$ cat config.mk
export PLATFORM = sky130hd
export DESIGN_NAME = store_trace_buf
export DESIGN_NICKNAME = d
export VERILOG_FILES = /design/src/rtl/trace_pkg.sv /design/src/rtl/sync_fifo.sv /design/src/rtl/store_trace_buf.sv
export SDC_FILE = /design/constraint.sdc
export NUM_CORES = 1
export LEC_CHECK = 0
export ABC_AREA = 1
export CORE_ASPECT_RATIO = 0.7
export CORE_MARGIN = 2
export CORE_UTILIZATION = 52
export CTS_CLUSTER_DIAMETER = 50
export DETAILED_ROUTE_END_ITERATION = 6
export GPL_ROUTABILITY_DRIVEN = 0
export PLACE_DENSITY = 0.77
export SLEW_MARGIN = 15
export SYNTH_ARGS = -nofsm -noshare
export SYNTH_HDL_FRONTEND = slang
export SYNTH_SLANG_ARGS = --single-unit
$ cat constraint.sdc
create_clock -name clk -period 2.6 [get_ports clk]
set_input_delay 0.39 -clock clk [delete_from_list [all_inputs] [get_ports clk]]
set_output_delay 0.39 -clock clk [all_outputs]
set_load 0.02 [all_outputs]
$ cat src/rtl/trace_pkg.sv
// Shared types for the store trace buffer: display FSM states and the
// captured store entry (address + data).
package trace_pkg;

    localparam int ENTRY_MAX_W = 64;

    typedef enum logic {
        IDLE = 1'b0,
        HOLD = 1'b1
    } trace_state_e;

    // Fields are sized for the widest supported bus; narrower instances zero-extend.
    typedef struct packed {
        logic [ENTRY_MAX_W-1:0] addr;
        logic [ENTRY_MAX_W-1:0] data;
    } trace_entry_t;

    function automatic logic [9:0] low10(input logic [ENTRY_MAX_W-1:0] word);
        return word[9:0];
    endfunction

endpackage

$ cat src/rtl/sync_fifo.sv
// Single-clock FIFO with occupancy count; a push into a full FIFO is accepted
// only when a pop happens on the same edge.
module sync_fifo #(
    parameter int DATA_WIDTH = 32,
    parameter int DEPTH      = 8
) (
    input  logic                         clk,
    input  logic                         reset,
    input  logic                         push,
    input  logic [DATA_WIDTH-1:0]        wdata,
    input  logic                         pop,
    output logic [DATA_WIDTH-1:0]        rdata,
    output logic                         full,
    output logic                         empty,
    output logic [$clog2(DEPTH+1)-1:0]   count
);

    localparam int PW = (DEPTH > 1) ? $clog2(DEPTH) : 1;
    localparam int CW = $clog2(DEPTH+1);

    logic [DATA_WIDTH-1:0] mem [DEPTH];
    logic [PW-1:0]         wr_ptr;
    logic [PW-1:0]         rd_ptr;
    logic                  do_push;
    logic                  do_pop;

    assign full    = (count == CW'(DEPTH));
    assign empty   = (count == '0);
    assign do_pop  = pop && !empty;
    assign do_push = push && (!full || do_pop);
    assign rdata   = mem[rd_ptr];

    // DEPTH is a power of two, so pointer overflow is the modulo wrap.
    always_ff @(posedge clk or posedge reset) begin
        if (reset) begin
            wr_ptr <= '0;
            rd_ptr <= '0;
            count  <= '0;
        end else begin
            if (do_push) wr_ptr <= wr_ptr + PW'(1);
            if (do_pop)  rd_ptr <= rd_ptr + PW'(1);
            case ({do_push, do_pop})
                2'b10:   count <= count + CW'(1);
                2'b01:   count <= count - CW'(1);
                default: count <= count;
            endcase
        end
    end

    always_ff @(posedge clk) begin
        if (do_push) mem[wr_ptr] <= wdata;
    end

endmodule

$ cat src/rtl/store_trace_buf.sv
// Captures CPU stores that fall in an address window and shows them one at a
// time on a slow display, each held for HOLD_CYCLES clocks.
module store_trace_buf
    import trace_pkg::*;
#(
    parameter int              DATA_WIDTH  = 32,
    parameter int              DEPTH       = 8,
    parameter int              HOLD_CYCLES = 50_000_000,
    parameter longint unsigned CAP_BASE    = 0,
    parameter longint unsigned CAP_SPAN    = 1024
) (
    input  logic                        clk,
    input  logic                        reset,
    input  logic                        mem_write,
    input  logic [DATA_WIDTH-1:0]       data_addr,
    input  logic [DATA_WIDTH-1:0]       write_data,
    output logic [9:0]                  disp_addr,
    output logic [9:0]                  disp_data,
    output logic                        disp_valid,
    output logic [$clog2(DEPTH+1)-1:0]  fifo_count,
    output logic                        overflow,
    output trace_state_e                state_dbg
);

    localparam int AW = DATA_WIDTH + 1;
    localparam int TW = $clog2(HOLD_CYCLES);
    localparam logic [AW-1:0] CAP_LO = AW'(CAP_BASE);
    localparam logic [AW-1:0] CAP_HI = AW'(CAP_BASE + CAP_SPAN);

    trace_state_e              state;
    logic [TW-1:0]             timer;
    logic                      qualify;
    logic                      pop;
    logic                      fifo_full;
    logic                      fifo_empty;
    logic [2*DATA_WIDTH-1:0]   fifo_rdata;
    trace_entry_t              head;

    // mem_write is a one-cycle strobe with no ready back-pressure: every
    // qualifying store is either pushed or counted as a drop on that edge.
    assign qualify = mem_write
                  && ({1'b0, data_addr} >= CAP_LO)
                  && ({1'b0, data_addr} <  CAP_HI);

    assign pop = !fifo_empty && ((state == IDLE) || (timer == '0));

    assign head.addr = ENTRY_MAX_W'(fifo_rdata[2*DATA_WIDTH-1:DATA_WIDTH]);
    assign head.data = ENTRY_MAX_W'(fifo_rdata[DATA_WIDTH-1:0]);
    assign state_dbg = state;

    sync_fifo #(
        .DATA_WIDTH (2*DATA_WIDTH),
        .DEPTH      (DEPTH)
    ) u_fifo (
        .clk   (clk),
        .reset (reset),
        .push  (qualify),
        .wdata ({data_addr, write_data}),
        .pop   (pop),
        .rdata (fifo_rdata),
        .full  (fifo_full),
        .empty (fifo_empty),
        .count (fifo_count)
    );

    always_ff @(posedge clk or posedge reset) begin
        if (reset) begin
            state      <= IDLE;
            timer      <= '0;
            disp_addr  <= '0;
            disp_data  <= '0;
            disp_valid <= 1'b0;
            overflow   <= 1'b0;
        end else begin
            // A full FIFO still takes the store when the display pops on this edge.
            if (qualify && fifo_full && !pop) overflow <= 1'b1;

            case (state)
                IDLE: begin
                    if (!fifo_empty) begin
                        disp_addr  <= low10(head.addr);
                        disp_data  <= low10(head.data);
                        disp_valid <= 1'b1;
                        timer      <= TW'(HOLD_CYCLES - 1);
                        state      <= HOLD;
                    end
                end
                HOLD: begin
                    if (timer != '0) begin
                        timer <= timer - TW'(1);
                    end else if (!fifo_empty) begin
                        disp_addr  <= low10(head.addr);
                        disp_data  <= low10(head.data);
                        disp_valid <= 1'b1;
                        timer      <= TW'(HOLD_CYCLES - 1);
                    end else begin
                        state <= IDLE;
                    end
                end
                default: state <= IDLE;
            endcase
        end
    end

endmodule

* Yosys cells after proc, flatten, opt, wreduce, memory -nomap -nowiden
Memories as Yosys holds them, arrays and structs flattened.
Cells that the tools add are included.
** Storage, ports and cells
- Output and inout port bits :: 27
- RAM bits :: 512
- Memories kept :: 1
- Word-level logic and storage cells :: 54
- Register bits after elaboration :: 59
** Cells by class
- Add/subtract/negate cells :: 5
- Order comparisons :: 1
- Reductions and logical operators :: 15
- Equality and inequality tests :: 4
- Mux-type cells :: 18
- Bitwise operators :: 1
** Memories
- u_fifo.mem :: words 8, bits a word 64, rd ports 1, clocked after memory_dff 0, write ports 1, RTL line sync_fifo.sv:21 : logic [DATA_WIDTH-1:0] mem [DEPTH];
** Operators with widths (number)
- 26-bit two-way mux :: 2
- 26-bit case mux with 2 select lines :: 1
- 10-bit two-way mux :: 4
- 10-bit case mux with 2 select lines :: 2
- 32-bit by 11-bit < comparator with 1-bit output, second input constant :: 1
- 26-bit logical NOT :: 1
- 26-bit nonzero test :: 1
- 26-bit by 1-bit subtractor with 26-bit output, second input constant :: 1
- 4-bit case mux with 2 select lines :: 1
- 3-bit by 1-bit adder with 3-bit output, second input constant :: 2
- 1-bit logical AND :: 6
- 1-bit two-way mux :: 6
- 4-bit by 1-bit adder with 4-bit output, second input constant :: 1
- 4-bit == test, second input constant :: 1
- 4-bit logical NOT :: 1
- 1-bit case mux with 2 select lines :: 2
- 4-bit by 1-bit subtractor with 4-bit output, second input constant :: 1
- 1-bit logical NOT :: 3
- 2-bit by 1-bit == test with 1-bit output, second input constant :: 1
- 2-bit == test, second input constant :: 1
- 1-bit logical OR :: 2
- 2-bit inequality test, second input constant :: 1
- 2-bit nonzero test :: 1
- 1-bit NOT :: 1

* Depth between registers and ports, before layout
Gate-level depths: netlist of run 1.
- Word-level depth :: 8
- Mapped depth :: 18

* Hierarchy
A second synthesis of run 1 with hierarchy kept.
** Unflattened totals
- Cells, all modules :: 1876
- Area total of the unflattened synthesis :: 23142.2 um2
** Modules (own cells, without submodules)
- sync_fifo :: times used 1, area each 20487.1 um2, cells an instance 1512
- store_trace_buf :: times used 1, area each 2655.0 um2, cells an instance 364

* Least setup slack after synthesis of run 1
OpenSTA, ideal clock, no wires.
- Path kind :: register to register
- Start :: register timer[0]
- End :: memory u_fifo.mem[0][0] in the netlist's numbering, enable pin
- Library setup time :: 397 ps
- Data arrival time :: 2202 ps
- Clock period less this slack :: 2599 ps
- Stages on the path, launching flop included :: 9
- Buffers on the path :: 0
- Path slack :: 1 ps
- Path through :: dfrtp_1 inv_1 ha_1 nand3_1 nor2_2 nand3_4 nand3_1 nand3b_1 nor2_1
** Between the ends
- Longest elaborated chain between the ends :: 8
** Ends and longest elaborated chain
- start, declared :: RTL line store_trace_buf.sv:31 : logic [TW-1:0] timer;
- start signal, assigned :: RTL line store_trace_buf.sv:84 : timer <= TW'(HOLD_CYCLES - 1);
- start signal, assigned :: RTL line store_trace_buf.sv:90 : timer <= timer - TW'(1);
- start signal, assigned :: RTL line store_trace_buf.sv:95 : timer <= TW'(HOLD_CYCLES - 1);
- 26-bit logical NOT :: RTL line store_trace_buf.sv:45 : assign pop = !fifo_empty && ((state == IDLE) || (timer == '0));
- 1-bit logical OR :: RTL line store_trace_buf.sv:45
- 1-bit logical AND :: RTL line store_trace_buf.sv:45
- 1-bit logical AND :: RTL line sync_fifo.sv:29 : assign do_pop = pop && !empty;
- 1-bit logical OR :: RTL line sync_fifo.sv:30 : assign do_push = push && (!full || do_pop);
- 1-bit logical AND :: RTL line sync_fifo.sv:30
- 1-bit two-way mux :: RTL line sync_fifo.sv:51 : if (do_push) mem[wr_ptr] <= wdata;
- 1-bit two-way mux (not written as such) :: RTL line sync_fifo.sv:51
- end, declared :: RTL line sync_fifo.sv:21
No other way between the ends.

* Final worst setup path of run 1
- Start :: register timer[0]
- End :: register u_fifo.count[2]
** Between the ends
- Longest elaborated chain between the ends :: 8
- Elaborated cells on any way between the ends :: 10
- Those cells by class :: 2 x eq/ne; 1 x mux; 7 x reduce/logical
** Ends and longest elaborated chain
- 26-bit logical NOT (*) :: RTL line store_trace_buf.sv:45
- 1-bit logical OR (*) :: RTL line store_trace_buf.sv:45
- 1-bit logical AND (*) :: RTL line store_trace_buf.sv:45
- net pop :: RTL line store_trace_buf.sv:33 : logic pop;
- 1-bit logical AND (*) :: RTL line sync_fifo.sv:29
- 1-bit logical OR :: RTL line sync_fifo.sv:30
- 1-bit logical AND :: RTL line sync_fifo.sv:30
- 2-bit by 1-bit == test with 1-bit output or 2-bit == test (tied branches) :: RTL line sync_fifo.sv:42 : case ({do_push, do_pop})
- 4-bit case mux with 2 select lines or 2-bit nonzero test (tied branches)
- end signal, assigned :: RTL line sync_fifo.sv:43 : 2'b10: count <= count + CW'(1);
- end signal, assigned :: RTL line sync_fifo.sv:44 : 2'b01: count <= count - CW'(1);
- end signal, assigned :: RTL line sync_fifo.sv:45 : default: count <= count;
- end, declared :: RTL line sync_fifo.sv:15 : output logic [$clog2(DEPTH+1)-1:0] count
Mark *: on every way through the listed nets, which the timed path passes. The rest lies on a longest branch.
A chain may end at the register's enable or synchronous reset.

==> impl_metrics.csv, run 1 <==
group,metric,value,unit
status,status,"finished, final reports clean",
yosys,synthAdderAreaFrac,0.917,%
clock_network,clock_path_buffers,3,
yosys,synth_area,0.00956,mm2
place,place.port_buffers,71,
worst_setup_path,end_kind,"flip-flop",
yosys,synth-compound-area-share,9.58,%
global_routing,grt_pass1_vias,6575,
floorplanning,start_util,53.1,%
global_routing,antenna_found_initial,0,
worst_setup_path,cp_data_required_time,2.97,ns
worst_setup_path,worst_path_max_delay_cell,"dfrtp_1",
floorplanning,core,0.0180,mm2
sta,finalHoldViolCount,0,
yosys,synth_seq_cells,219,
worst_setup_path,critPathKind,"flip-flop to flip-flop",
finish,drive_gt1_share,10.7,%
worst_setup_path,path_delay_family,"simple AND/OR/NAND/NOR gates",
clock_network,cts.sink_count,219,
yosys,yosys-top-cells-count,"nor2_1 (185), edfxtp_1 (160), nand2_1 (156), o21ai_0 (92), dfrtp_1 (59)",
clock_network,clk_latency,0.50,ns
yosys,synthCells,907,
yosys,yosys.area_share.simple,18.4,%
global_routing,grt_pass1_wl,33.5,mm
floorplanning,die_x,166,um
finish,area_growth,19.6,%
global_routing,grt_use_total,21.3,%
yosys,synth_top_area_cell,"edfxtp_1",
yosys,synthXorXnorAreaFrac,1.37,%
yosys,async_flop_share,26.9,%
power_and_ir_drop,irDropWorstVdd,0.517,mV
clock_network,cts_made_buffers,21,
sta,slew_headroom,40.6,%
yosys,synth_most_common_cell,"nor2_1",
sta,fin_worst_skew,0.0100,ns
sta,period_needed,2.46,ns
worst_setup_path,critPathArrivalTime,2.83,ns
detailed_routing,ant_nets,0,
sta,post-route-period-util,94.6,%
sta,worst_pin_slew,0.889,ns
sta,rsz0062_at_grt,"no",
detailed_routing,first_pass_iters,4,
detailed_routing,drc,0,
yosys,ys_top_cells_by_area,"edfxtp_1 (50%), dfrtp_1 (15%), nor2_1 (7.3%), nand2_1 (6.1%), o21ai_0 (4.8%)",
floorplanning,ios,94,
sta,fmax,0.407,GHz
flow_run,maxCapViolations,0,
worst_setup_path,critPathMaxStageDelay,0.39,ns
clock_network,clk_pin_slew,0.06,ns
finish,layout.nets,1066,
sta,slew_viol_final,0,
worst_setup_path,cp_max_fo,6,
power_and_ir_drop,p_leak,0.00433,uW
yosys,synth-edff-count,160,
clock_network,clock-root-buffer,"clkbuf_16",
floorplanning,dieArea,0.0195,mm2
yosys,yosysWarnings,0,
detailed_routing,routedWlPerCell,16.6,um
detailed_routing,via_count,6780,
sta,setup_violations,0,
yosys,synth_top_area_share,50.3,%
place,dp_hpwl,12.5,mm
finish,utilization,63.4,%
power_and_ir_drop,p_per_area,620,mW/mm2
detailed_routing,wirelength,20.6,mm
worst_setup_path,critPathBufInv,3,
detailed_routing,first_iter_violations,647,
clock_network,htreeDepth,1,
yosys,synth_fp_nets,981,
yosys,yosysSeqAreaShare,65.7,%
floorplanning,num_rows,41,
global_routing,gr-total-overflow,0,
global_routing,grt_max_degree,82,
worst_setup_path,worstPathCellList,"inv_1, ha_2, nand3_1, nor2_2, nand3_4, nand2_4, nand2_2, inv_2, ha_1, nand2_1, inv_1, nor2_1, ha_1, a21oi_1, xnor2_1, o21ai_0",
detailed_routing,drt-vias-per-instance,5.45,
yosys,yosysUniqueCellTypes,31,
worst_hold_path,hp-class,"input port to asynchronous set/reset pin",
yosys,syn_avg_cell_area,10.5,um2
clock_network,cts_tree,"built",
yosys,synth_top_family_by_area,"simple AND/OR/NAND/NOR gates",
yosys,synth_ff_type,"edfxtp_1",
clock_network,ctsHoldBuffers,0,
worst_setup_path,startpoint_type,"flip-flop",
floorplanning,die-height,117,um
sta,fin_tns_setup,0,ns
yosys,synthMuxAreaShare,0,%
==> worst reg2reg max path, delay by kind of cell, from the launching register on <==
| kind | cells | cell delay (ns) |
|---|---|---|
| compound gates | 2 | 0.23 |
| buf+inv | 3 | 0.29 |
| simple gates | 7 | 0.68 |
| flops | 1 | 0.39 |
| xor+xnor | 1 | 0.13 |
| fa+ha+maj | 3 | 0.61 |
==> repair_timing <==
action / 4_1_cts / 5_1_grt
buffers inserted: 0 / 2
gates resized for setup: 0 / 1
setup endpoints to repair: 0 / 4
==> per-stage QoR <==
stage | std cells | hold WS, ns | instance area (um2) | total power (uW) | setup slack (ns)
2_1_floorplan | 907 | 0.483 | 9560 | 3850 | 0.000977
3_3_place_gp | 1203 | 0.461 | 10700 | 3950 | 0.151
3_5_place_dp | 1203 | 0.469 | 10700 | 3950 | 0.0739
4_1_cts | 1241 | 0.332 | 11400 | 7140 | 0.105
5_1_grt | 1243 | 0.391 | 11400 | 7290 | 0.0208
6_report | 1244 | 0.322 | 11400 | 7080 | 0.142
==> worst paths after layout <==
check	start	to	slack, ns	depth (start not counted)
max in group asynchronous	reset	disp_addr[7]$_DFFE_PP0P_	1.61	3
min in group clk	disp_data[0]$_DFFE_PP0P_	disp_data[0]$_DFFE_PP0P_	0.49	2
min reg2reg	disp_data[0]$_DFFE_PP0P_	disp_data[0]$_DFFE_PP0P_	0.49	2
max	timer[0]$_DFF_PP0_	u_fifo.count[2]$_DFFE_PP0P_	0.14	16
max reg2reg	timer[0]$_DFF_PP0_	u_fifo.count[2]$_DFFE_PP0P_	0.14	16
min	reset	disp_data[6]$_DFFE_PP0P_	0.32	2
==> layer usage <==
metal,GRT usage [%],wire length (um),up-vias
met2,34.6,9720,195
met5,0,0,-
met3,3.44,1160,35
li1,-,-,3279
met1,29.9,9300,3271
met4,6.52,412,0
==> placed cells by master, fill, tap and decap left out, drive strengths merged <==
| master | count |
|---|---|
| clkinvlp | 1 |
| nor3 | 6 |
| dfrtp | 59 |
| xnor2 | 7 |
| inv | 51 |
| nand2 | 161 |
| diode | 1 |
| o21bai | 1 |
| xor2 | 8 |
| bufinv | 4 |
| nand4 | 12 |
| edfxtp | 160 |
| a21oi | 1 |
| clkdlybuf4s50 | 71 |
| nor2 | 194 |
| or2 | 2 |
| ha | 7 |
| o21ai | 113 |
| nor4 | 1 |
| nand3 | 41 |
| nand3b | 4 |
| o211ai | 40 |
| clkinv | 9 |
| clkbuf | 22 |
| buf | 32 |
==> final cells by class <==
type                    instances  area (um2)
fillers                      1366        6580
flip-flops and latches        219        6280
multi-input cells             598        2910
repair buffers                103        1010
clock buffers                  22         539
well taps                     236         295
clock inverters                16         195
inverters                      49         184
diodes                          1        2.50
==> sequential cells by signal (all words and copies together) (netlist names) <==
name and cells:
disp_addr 10, disp_data 10, disp_valid 1, overflow 1, state_dbg 1, timer 26
u_fifo.count 4, u_fifo.mem 160, u_fifo.rd_ptr 3, u_fifo.wr_ptr 3
==> cells by family after synthesis <==
family          Yosys count
simple gates            421
flops                   219
compound gates          155
buf+inv                  90
xor+xnor                 15
fa+ha+maj                 7
==> power breakdown <==
part	leakage [uW]	switching (uW)	total [uW]	internal (uW)
Combinational	0.00186	60.8	125	64.5
Clock	0.000363	1290	3210	1920
Sequential	0.00210	0.00153	3750	3750
Total	0.00433	1350	7080	5740
Power figures use the tool's default switching activity.
==> run 2: changes to the inputs <==
- CTS_CLUSTER_SIZE: unset -> 25
==> impl_metrics.csv, run 2 (synthesis gave the netlist of run 1 again) <==
group,metric,value,unit
status,status,"finished, final reports clean",
finish,fin_area,0.0112,mm2
floorplanning,die_x,166,um
global_routing,grt_max_degree,82,
clock_network,cts.sink_count,219,
sta,finalHoldViolCount,0,
clock_network,ctsHoldBuffers,0,
global_routing,antenna_found_initial,0,
worst_setup_path,critPathArrivalTime,2.85,ns
power_and_ir_drop,p_per_area,569,mW/mm2
detailed_routing,first_pass_iters,5,
finish,fillers,1383,
detailed_routing,drc,0,
detailed_routing,ant_nets,0,
detailed_routing,routedWlPerCell,16.7,um
place,place.port_buffers,71,
finish,reg_top3,"u_fifo.mem: 160 flops, timer: 26 flops",
worst_setup_path,startpoint_type,"flip-flop",
finish,largest_register_ffs,160,
worst_setup_path,end_kind,"flip-flop",
sta,worst_pin_slew,0.914,ns
clock_network,cts_made_buffers,15,
sta,worst_slack,0.119,ns
finish,drive_gt1_share,9.38,%
sta,setup_violations,0,
sta,fmax,0.403,GHz
sta,rsz0062_at_grt,"no",
clock_network,cts_resized,0,
clock_network,clock-root-buffer,"clkbuf_16",
detailed_routing,drt-vias-per-instance,5.44,
floorplanning,core,0.0180,mm2
finish,ff_latch_area,0.00628,mm2
finish,layout.nets,1058,
worst_hold_path,hp-class,"input port to asynchronous set/reset pin",
detailed_routing,wirelength,20.6,mm
sta,post-route-period-util,95.4,%
place,placed_cell_area,0.0107,mm2
global_routing,grt_pass1_wl,33.3,mm
global_routing,grt_use_total,21.3,%
finish,final_common_cell,"nor2_1",
clock_network,cts_tree,"built",
detailed_routing,first_iter_violations,528,
detailed_routing,via_count,6676,
power_and_ir_drop,irDropWorstVdd,0.684,mV
worst_setup_path,cp_data_required_time,2.96,ns
finish,final_cell_mix,"nor2_1 (177), edfxtp_1 (160), nand2_1 (156), o21ai_0 (92), clkdlybuf4s50_1 (71)",
finish,area_growth,17.0,%
floorplanning,start_util,53.1,%
power_and_ir_drop,p_leak,0.00420,uW
finish,multiInputGateArea,0.00291,mm2
floorplanning,num_rows,41,
sta,slew_headroom,39.0,%
power_and_ir_drop,finalPower,6360,uW
global_routing,gr-total-overflow,0,
sta,fin_worst_skew,0.0164,ns
clock_network,clock_path_buffers,3,
flow_run,maxCapViolations,0,
global_routing,grtUsageMet2,35.1,%
global_routing,met1_usage,30.1,%
clock_network,htreeDepth,1,
clock_network,clk_latency,0.49,ns
finish,antenna_cells,0,
sta,period_needed,2.48,ns
sta,fin_tns_setup,0,ns
place,dpl_worst_slack,0.0739,ns
worst_setup_path,critPathKind,"flip-flop to flip-flop",
global_routing,use_met3,3.27,%
global_routing,grt-busiest-layer,"met2",
sta,slew_viol_final,0,
place,dp_hpwl,12.5,mm
floorplanning,dieArea,0.0195,mm2
global_routing,grt_pass1_vias,6416,
floorplanning,die-height,117,um
floorplanning,ios,94,
finish,top_register,"u_fifo.mem",
worst_setup_path,cp_max_fo,6,
clock_network,clk_pin_slew,0.09,ns
clock_network,post_cts_buffers,0,
run 2: changes by cell type in the layout (fill, tap and decap cells not counted), sizes merged, moves of 2 or more:
cell	change
clkinv	-4
clkbuf	-7
bufinv	-3
inv	+2
buf	-2
run 2: worst max-delay path: stages, from the launching register on:
cell and delay [ns]:
dfrtp_1 0.41, inv_2 0.10, ha_2 0.21, nand3_1 0.09, nor2_2 0.15, nand3_4 0.15, nand2_4 0.13, nand2_2 0.08
inv_2 0.09, ha_1 0.21, nand2_1 0.08, inv_1 0.08, nor2_1 0.06, ha_1 0.17, a21oi_1 0.16, xnor2_1 0.13
o21ai_0 0.08
run 2: path summary, 6_finish.rpt:
path	slack, ns	to	cells after the start	startpoint
min in group clk	0.49	disp_data[0]$_DFFE_PP0P_	2	disp_data[0]$_DFFE_PP0P_
worst min-delay path	0.33	disp_data[9]$_DFFE_PP0P_	2	reset
worst max-delay path	0.12	u_fifo.count[2]$_DFFE_PP0P_	16	timer[0]$_DFF_PP0_
worst max register to register	0.12	u_fifo.count[2]$_DFFE_PP0P_	16	timer[0]$_DFF_PP0_
worst min register to register	0.49	disp_data[0]$_DFFE_PP0P_	2	disp_data[0]$_DFFE_PP0P_
max in group asynchronous	1.61	timer[21]$_DFF_PP0_	3	reset
run 2: metrics by stage:
stage	hold WS, ns	util (%)	std cells
global placement	0.461	59.3	1203
floorplan	0.483	-	907
CTS	0.343	62.1	1228
finish	0.328	62.1	1228
detailed placement	0.469	59.3	1203
global route	0.394	62.1	1228
run 2: layout make-up:
| class | instances | area share (%) |
|---|---|---|
| clock buffers | 15 | 3.36 |
| well taps | 236 | 2.64 |
| clock inverters | 10 | 1.14 |
| inverters | 49 | 1.65 |
| multi-input cells | 598 | 26.1 |
| repair buffers | 101 | 8.93 |
| flip-flops and latches | 219 | 56.2 |
run 2: power breakdown:
part | internal (uW) | switching (uW) | total (uW)
combinational | 64.5 | 61.1 | 126
sequential | 3750 | 0.00153 | 3750
clock | 1220 | 1260 | 2480
total | 5040 | 1320 | 6360
run 2: per-layer routing:
metal,wire length [um],share of wire (%)
met1,9230,45
met2,9760,47
met3,1200,5.9
met4,374,1.8
met5,0,0
